===== src/rtl/csr_reg_block.sv =====
// csr_reg_block: 8-entry word-indexed CSR map behind the bus bridge request port.
// Every accepted access answers exactly one cycle later; requests seen while answering are ignored.
module csr_reg_block #(
    parameter int unsigned           ADDR_WIDTH = 3,
    parameter int unsigned           DATA_WIDTH = 32,
    parameter logic [DATA_WIDTH-1:0] VERSION    = 32'h0001_0000
) (
    input  logic                  clk,
    input  logic                  rst,
    input  logic                  bus_req,
    input  logic                  bus_req_is_wr,
    input  logic [ADDR_WIDTH-1:0] bus_addr,
    input  logic [DATA_WIDTH-1:0] bus_wr_data,
    input  logic [DATA_WIDTH-1:0] bus_wr_biten,
    output logic                  bus_ready,
    output logic [DATA_WIDTH-1:0] bus_rd_data,
    output logic                  bus_err,
    input  logic [DATA_WIDTH-1:0] hw_status_i,
    input  logic [DATA_WIDTH-1:0] hw_event_i,
    output logic [DATA_WIDTH-1:0] ctrl_o,
    output logic                  irq_o
);

    localparam logic [ADDR_WIDTH-1:0] IDX_CTRL    = ADDR_WIDTH'(0);
    localparam logic [ADDR_WIDTH-1:0] IDX_STATUS  = ADDR_WIDTH'(1);
    localparam logic [ADDR_WIDTH-1:0] IDX_IRQ_ST  = ADDR_WIDTH'(2);
    localparam logic [ADDR_WIDTH-1:0] IDX_IRQ_EN  = ADDR_WIDTH'(3);
    localparam logic [ADDR_WIDTH-1:0] IDX_SCRATCH = ADDR_WIDTH'(4);
    localparam logic [ADDR_WIDTH-1:0] IDX_EVT_CNT = ADDR_WIDTH'(5);
    localparam logic [ADDR_WIDTH-1:0] IDX_VERSION = ADDR_WIDTH'(6);

    typedef enum logic {
        ST_IDLE = 1'b0,
        ST_RESP = 1'b1
    } state_t;

    state_t                  state_q, state_d;
    logic                    accept;
    logic                    acc_err;
    logic                    wr_en;
    logic [DATA_WIDTH-1:0]   rd_val;
    logic [DATA_WIDTH-1:0]   wr_bits;

    logic [DATA_WIDTH-1:0]   ctrl_q,     ctrl_d;
    logic [DATA_WIDTH-1:0]   irq_st_q,   irq_st_d;
    logic [DATA_WIDTH-1:0]   irq_en_q,   irq_en_d;
    logic [DATA_WIDTH-1:0]   scratch_q,  scratch_d;
    logic [DATA_WIDTH-1:0]   evt_cnt_q,  evt_cnt_d;
    logic [DATA_WIDTH-1:0]   rsp_data_q, rsp_data_d;
    logic                    rsp_err_q,  rsp_err_d;
    logic                    irq_q,      irq_d;

    always_ff @(posedge clk) begin
        if (rst) begin
            state_q <= ST_IDLE;
        end else begin
            state_q <= state_d;
        end
    end

    always_comb begin
        state_d = state_q;
        accept  = 1'b0;
        case (state_q)
            ST_IDLE: begin
                if (bus_req) begin
                    accept  = 1'b1;
                    state_d = ST_RESP;
                end
            end
            ST_RESP: state_d = ST_IDLE;
            default: state_d = ST_IDLE;
        endcase
    end

    // Read data and error are decoded every cycle but only captured on accept.
    always_comb begin
        rd_val  = '0;
        acc_err = 1'b0;
        case (bus_addr)
            IDX_CTRL:    rd_val = ctrl_q;
            IDX_STATUS:  rd_val = hw_status_i;
            IDX_IRQ_ST:  rd_val = irq_st_q;
            IDX_IRQ_EN:  rd_val = irq_en_q;
            IDX_SCRATCH: rd_val = scratch_q;
            IDX_EVT_CNT: rd_val = evt_cnt_q;
            IDX_VERSION: rd_val = VERSION;
            default:     acc_err = 1'b1;
        endcase
        if (bus_req_is_wr) begin
            rd_val = '0;
            if (bus_addr == IDX_STATUS || bus_addr == IDX_VERSION) begin
                acc_err = 1'b1;
            end
        end
        if (acc_err) begin
            rd_val = '0;
        end
    end

    assign wr_en   = accept & bus_req_is_wr & ~acc_err;
    assign wr_bits = bus_wr_data & bus_wr_biten;

    always_comb begin
        ctrl_d    = ctrl_q;
        irq_en_d  = irq_en_q;
        scratch_d = scratch_q;
        irq_st_d  = irq_st_q;
        evt_cnt_d = evt_cnt_q;
        if (wr_en && bus_addr == IDX_CTRL) begin
            ctrl_d = (ctrl_q & ~bus_wr_biten) | wr_bits;
        end
        if (wr_en && bus_addr == IDX_IRQ_EN) begin
            irq_en_d = (irq_en_q & ~bus_wr_biten) | wr_bits;
        end
        if (wr_en && bus_addr == IDX_SCRATCH) begin
            scratch_d = (scratch_q & ~bus_wr_biten) | wr_bits;
        end
        // Clear first, then OR in events so a same-cycle hardware set wins.
        if (wr_en && bus_addr == IDX_IRQ_ST) begin
            irq_st_d = irq_st_q & ~wr_bits;
        end
        irq_st_d = irq_st_d | hw_event_i;
        if (hw_event_i[0] && evt_cnt_q != '1) begin
            evt_cnt_d = evt_cnt_q + DATA_WIDTH'(1);
        end
        if (wr_en && bus_addr == IDX_EVT_CNT && bus_wr_biten != '0) begin
            evt_cnt_d = '0;
        end
    end

    always_comb begin
        rsp_data_d = rsp_data_q;
        rsp_err_d  = rsp_err_q;
        if (accept) begin
            rsp_data_d = rd_val;
            rsp_err_d  = acc_err;
        end
        irq_d = |(irq_st_q & irq_en_q);
    end

    always_ff @(posedge clk) begin
        if (rst) begin
            ctrl_q     <= '0;
            irq_st_q   <= '0;
            irq_en_q   <= '0;
            scratch_q  <= '0;
            evt_cnt_q  <= '0;
            rsp_data_q <= '0;
            rsp_err_q  <= 1'b0;
            irq_q      <= 1'b0;
        end else begin
            ctrl_q     <= ctrl_d;
            irq_st_q   <= irq_st_d;
            irq_en_q   <= irq_en_d;
            scratch_q  <= scratch_d;
            evt_cnt_q  <= evt_cnt_d;
            rsp_data_q <= rsp_data_d;
            rsp_err_q  <= rsp_err_d;
            irq_q      <= irq_d;
        end
    end

    assign bus_ready   = (state_q == ST_RESP);
    assign bus_rd_data = bus_ready ? rsp_data_q : '0;
    assign bus_err     = bus_ready & rsp_err_q;
    assign ctrl_o      = ctrl_q;
    assign irq_o       = irq_q;

endmodule


===== config.mk =====
export PLATFORM = sky130hd
export DESIGN_NAME = csr_reg_block
export DESIGN_NICKNAME = d
export VERILOG_FILES = /design/src/rtl/csr_reg_block.sv
export SDC_FILE = /design/constraint.sdc
export NUM_CORES = 1
export LEC_CHECK = 0
export CORE_AREA = 2 2 155 157
export DETAILED_ROUTE_END_ITERATION = 10
export DIE_AREA = 0 0 157 159
export HOLD_SLACK_MARGIN = 0.02
export PLACE_DENSITY_LB_ADDON = 0.05
export SLEW_MARGIN = 20
export SYNTH_ARGS = -nofsm -noshare
export SYNTH_HDL_FRONTEND = slang
export SYNTH_SLANG_ARGS = --single-unit

===== constraint.sdc =====
create_clock -name clk -period 2.1 [get_ports clk]
set_input_delay 0.315 -clock clk [delete_from_list [all_inputs] [get_ports clk]]
set_output_delay 0.315 -clock clk [all_outputs]
set_load 0.05 [all_outputs]

==> impl_table.tex <==
\begin{tabular}{lr}
\hline
Metric & Value \\
\hline
\multicolumn{2}{l}{\textbf{Synthesis}} \\
Syn avg cell area & 7.71 um2 \\
Synth top area cells & sky130\_fd\_sc\_hd\_\_dfxtp\_1, sky130\_fd\_sc\_hd\_\_a21oi\_1, sky130\_fd\_sc\_hd\_\_nand2\_1 \\
Total nets after synthesis & 1354 \\
Cell count after synthesis & 1218 \\
Proportion of synthesized chip area in sequential cells & 41.6\% \\
Total of warnings raised by yosys & 0 \\
\#FFs+latches synth & 195 \\
Top cell type by total area after synthesis & sky130\_fd\_sc\_hd\_\_dfxtp\_1 \\
Share of the synthesized area in the top cell type & 41.6\% \\
Total standard cell area after synthesis & 9390 um2 \\
Unique cell type count in the Yosys netlist & 47 \\
\multicolumn{2}{l}{\textbf{Layout}} \\
Final instance area & 13400 um2 \\
Filler-free cell count of the finished design & 1773 \\
Relative area change from synthesis to final layout & 42.1\% \\
Fin nets & 1578 \\
Commonest cells after routing, fill and taps aside & sky130\_fd\_sc\_hd\_\_nand2\_1, sky130\_fd\_sc\_hd\_\_dfxtp\_1, sky130\_fd\_sc\_hd\_\_a21oi\_1, sky130\_fd\_sc\_hd\_\_clkdlybuf4s50\_1, sky130\_fd\_sc\_hd\_\_nand3\_1 \\
Most common library cell in the layout ignoring fill and taps & sky130\_fd\_sc\_hd\_\_nand2\_1 \\
Share of cells above drive strength 1 & 16.4\% \\
Utilization after layout & 57.6\% \\
Antenna Cells & 0 \\
\multicolumn{2}{l}{\textbf{CTS}} \\
Inserted Clock Buffers & 17 \\
Maximum number of buffers from clock root to sink & 2 \\
Clock sink count & 195 \\
Clk\_lat worst skew & 440 ps \\
\# H-tree levels & 4 \\
Post-CTS setup-driven buffer insertion count & 0 \\
TritonCTS clock tree & done \\
Post\_cts resized & 0 \\
Reg clk slew, reported paths & 70 ps \\
Number of hold buffers added after CTS & 0 \\
Clk Tree Root Cell & sky130\_fd\_sc\_hd\_\_clkbuf\_16 \\
\multicolumn{2}{l}{\textbf{Floorplanning}} \\
X dimension of the die & 157 um \\
Io pins & 202 \\
Die height & 159 um \\
Core ar. & 23200 um2 \\
Die ar. & 25000 um2 \\
Initial core utilization & 40.5\% \\
Standard-cell rows & 56 \\
\multicolumn{2}{l}{\textbf{STA}} \\
Hold Fails Final Rpt & 0 \\
Count of endpoints failing setup in the final report & 0 \\
Pins over their slew limit & 0 \\
Unrepaired setup endpoints after global routing & yes \\
Worst clock skew on the final layout & 11.6 ps \\
Worst-case headroom to the max-slew limit & 64.0\% \\
Final critical-path required period & 2040 ps \\
Final period utilization & 97.3\% \\
Transition time at the pin with the least slew margin & 539 ps \\
Fmax & 0.489 GHz \\
\multicolumn{2}{l}{\textbf{Place}} \\
Placed cell areas & 12800 um2 \\
Final GP Congestion & 0.873 \\
Placed wire-length estimate after detailed placement & 25900 um \\
Inst Count DP & 1742 \\
Count of input and output buffers & 201 \\
\multicolumn{2}{l}{\textbf{Power and ir drop}} \\
Seq pwr share & 49.0\% \\
Switching portion of total power & 25.8\% \\
VDD IR max & 0.396 mV \\
Switch Pwr & 2.02 mW \\
Total power per unit cell area & 586 nW/um2 \\
Power share of the clock group & 39.1\% \\
Internal power & 5.81 mW \\
Static Leak & 4.28 nW \\
Share of power burned in combinational logic & 11.9\% \\
Overall power consumption & 7.82 mW \\
\multicolumn{2}{l}{\textbf{Routing}} \\
Average wire per standard cell & 19.6 um \\
Mean number of vias per cell & 5.69 \\
DRT antenna net count & 0 \\
Initial DRC Count & 966 \\
DRC viols & 0 \\
DR pass1 iterations & 7 \\
Routed wire length & 34800 um \\
Vias & 10100 \\
\multicolumn{2}{l}{\textbf{Global routing}} \\
First-pass GRT wire length & 53300 um \\
GR Overflow Total & 0 \\
Initial antenna violation count & 0 \\
Maximum number of pins on one net before global-route repair & 74 \\
Via count of the first global-routing pass & 9221 \\
All-Layer GR Usage & 27.7\% \\
\multicolumn{2}{l}{\textbf{Worst setup path}} \\
Endpoint type of the worst setup path & primary output \\
Startpoint kind of the worst setup timing path & flip-flop \\
Chain of cells forming the critical path & clkdlybuf4s50\_1 \\
Required time at the worst-slack endpoint & 1780 ps \\
Buffers \& Inverters on Critical Path & 1 \\
Dominant delay contributor by cell family on the critical path & buffers and inverters \\
Largest fanout on the critical path & 3 \\
Arrival time of data at the critical path endpoint & 1730 ps \\
Maximum single-stage delay on the critical path & 850 ps \\
Library cell contributing the largest single delay on the critical path & sky130\_fd\_sc\_hd\_\_clkdlybuf4s50\_1 \\
Type of the setup path with the least slack & flip-flop to primary output \\
\multicolumn{2}{l}{\textbf{Min path}} \\
Class of the worst hold path & input pin to flip-flop \\
\multicolumn{2}{l}{\textbf{Job}} \\
Number of maximum-capacitance violations & 0 \\
\multicolumn{2}{l}{\textbf{Outcome}} \\
Status & finished clean \\
\hline
\end{tabular}
worst paths after layout:
check | depth (start not counted) | slack [ps] | endpoint | startpoint
worst max-delay path | 1 | 60 | ctrl_o[16] | flip-flop
worst min-delay path | 3 | 320 | evt_cnt_q[15]$_SDFFE_PP0P_ | rst
worst max register to register | 6 | 70 | evt_cnt_q[0]$_SDFFE_PP0P_ | evt_cnt_q[13]$_SDFFE_PP0P_
worst min register to register | 2 | 450 | rsp_data_q[24]$_SDFFE_PP0P_ | rsp_data_q[24]$_SDFFE_PP0P_
metal layers:
layer	up-vias	share of wire [%]	GRT usage, %	routed length, um
met1	4772	46	41.2	16000
met4	0	2.7	8.97	928
met5	-	0	0	0
met3	55	8.5	5.55	2960
li1	4842	-	-	-
met2	418	43	40.1	14900
per-stage QoR:
step	setup TNS [ps]	hold slack, ps	setup slack [ps]
4_1_cts	0	313	37.5
3_3_place_gp	-28620	439	-246
6_report	0	319	57.1
2_1_floorplan	0	432	33.0
3_5_place_dp	-30800	444	-244
5_1_grt	-7.86	338	-7.86
cell type report:
cell class | instances | area (um2)
fillers | 2111 | 9840
multi-input cells | 903 | 5020
flip-flops and latches | 195 | 3900
repair buffers | 321 | 3480
clock buffers | 22 | 464
well taps | 319 | 399
clock inverters | 9 | 75.1
inverters | 4 | 15.0
synthesized netlist by cell type (all sizes together):
| cell type | number |
|---|---|
| nand2 | 235 |
| a2bb2oi | 1 |
| o21ai | 11 |
| o211ai | 3 |
| o31ai | 20 |
| dfxtp | 195 |
| buf | 65 |
| xnor2 | 1 |
| or4 | 19 |
| a311o | 1 |
| nor3b | 4 |
| nor3 | 5 |
| or3 | 10 |
| nor4b | 4 |
| a22oi | 101 |
| a221oi | 5 |
| and2 | 36 |
| mux2i | 2 |
| or2 | 2 |
| nand3 | 139 |
| nand4 | 15 |
| clkbuf | 51 |
| and4 | 2 |
| a21oi | 190 |
| nor2 | 43 |
| ha | 1 |
| nand2b | 3 |
| a21bo | 1 |
| inv | 4 |
| and3b | 1 |
| nor4 | 11 |
| xor2 | 2 |
| a22o | 4 |
| a31o | 31 |
cells by family after synthesis:
group / share of synthesized area [%]
adder cells (fa/ha/maj): 0.133
flip-flops: 41.6
XOR/XNOR: 0.280
AO/OA/AOI/OAI: 24.8
AND/OR/NAND/NOR: 27.2
buffers and inverters: 5.86
multiplexers: 0.213
power by group through the flow:
stage	clock, mW	sequential (mW)	combinational, mW
final	3.06	3.84	0.930
after global routing	3.23	3.84	0.989
after CTS	3.09	3.83	0.921
after detailed placement	0	3.92	0.917
after global placement	0	3.92	0.916
after floorplan	0	3.90	0.350
Note: power is estimated with default switching activity, not from simulation.
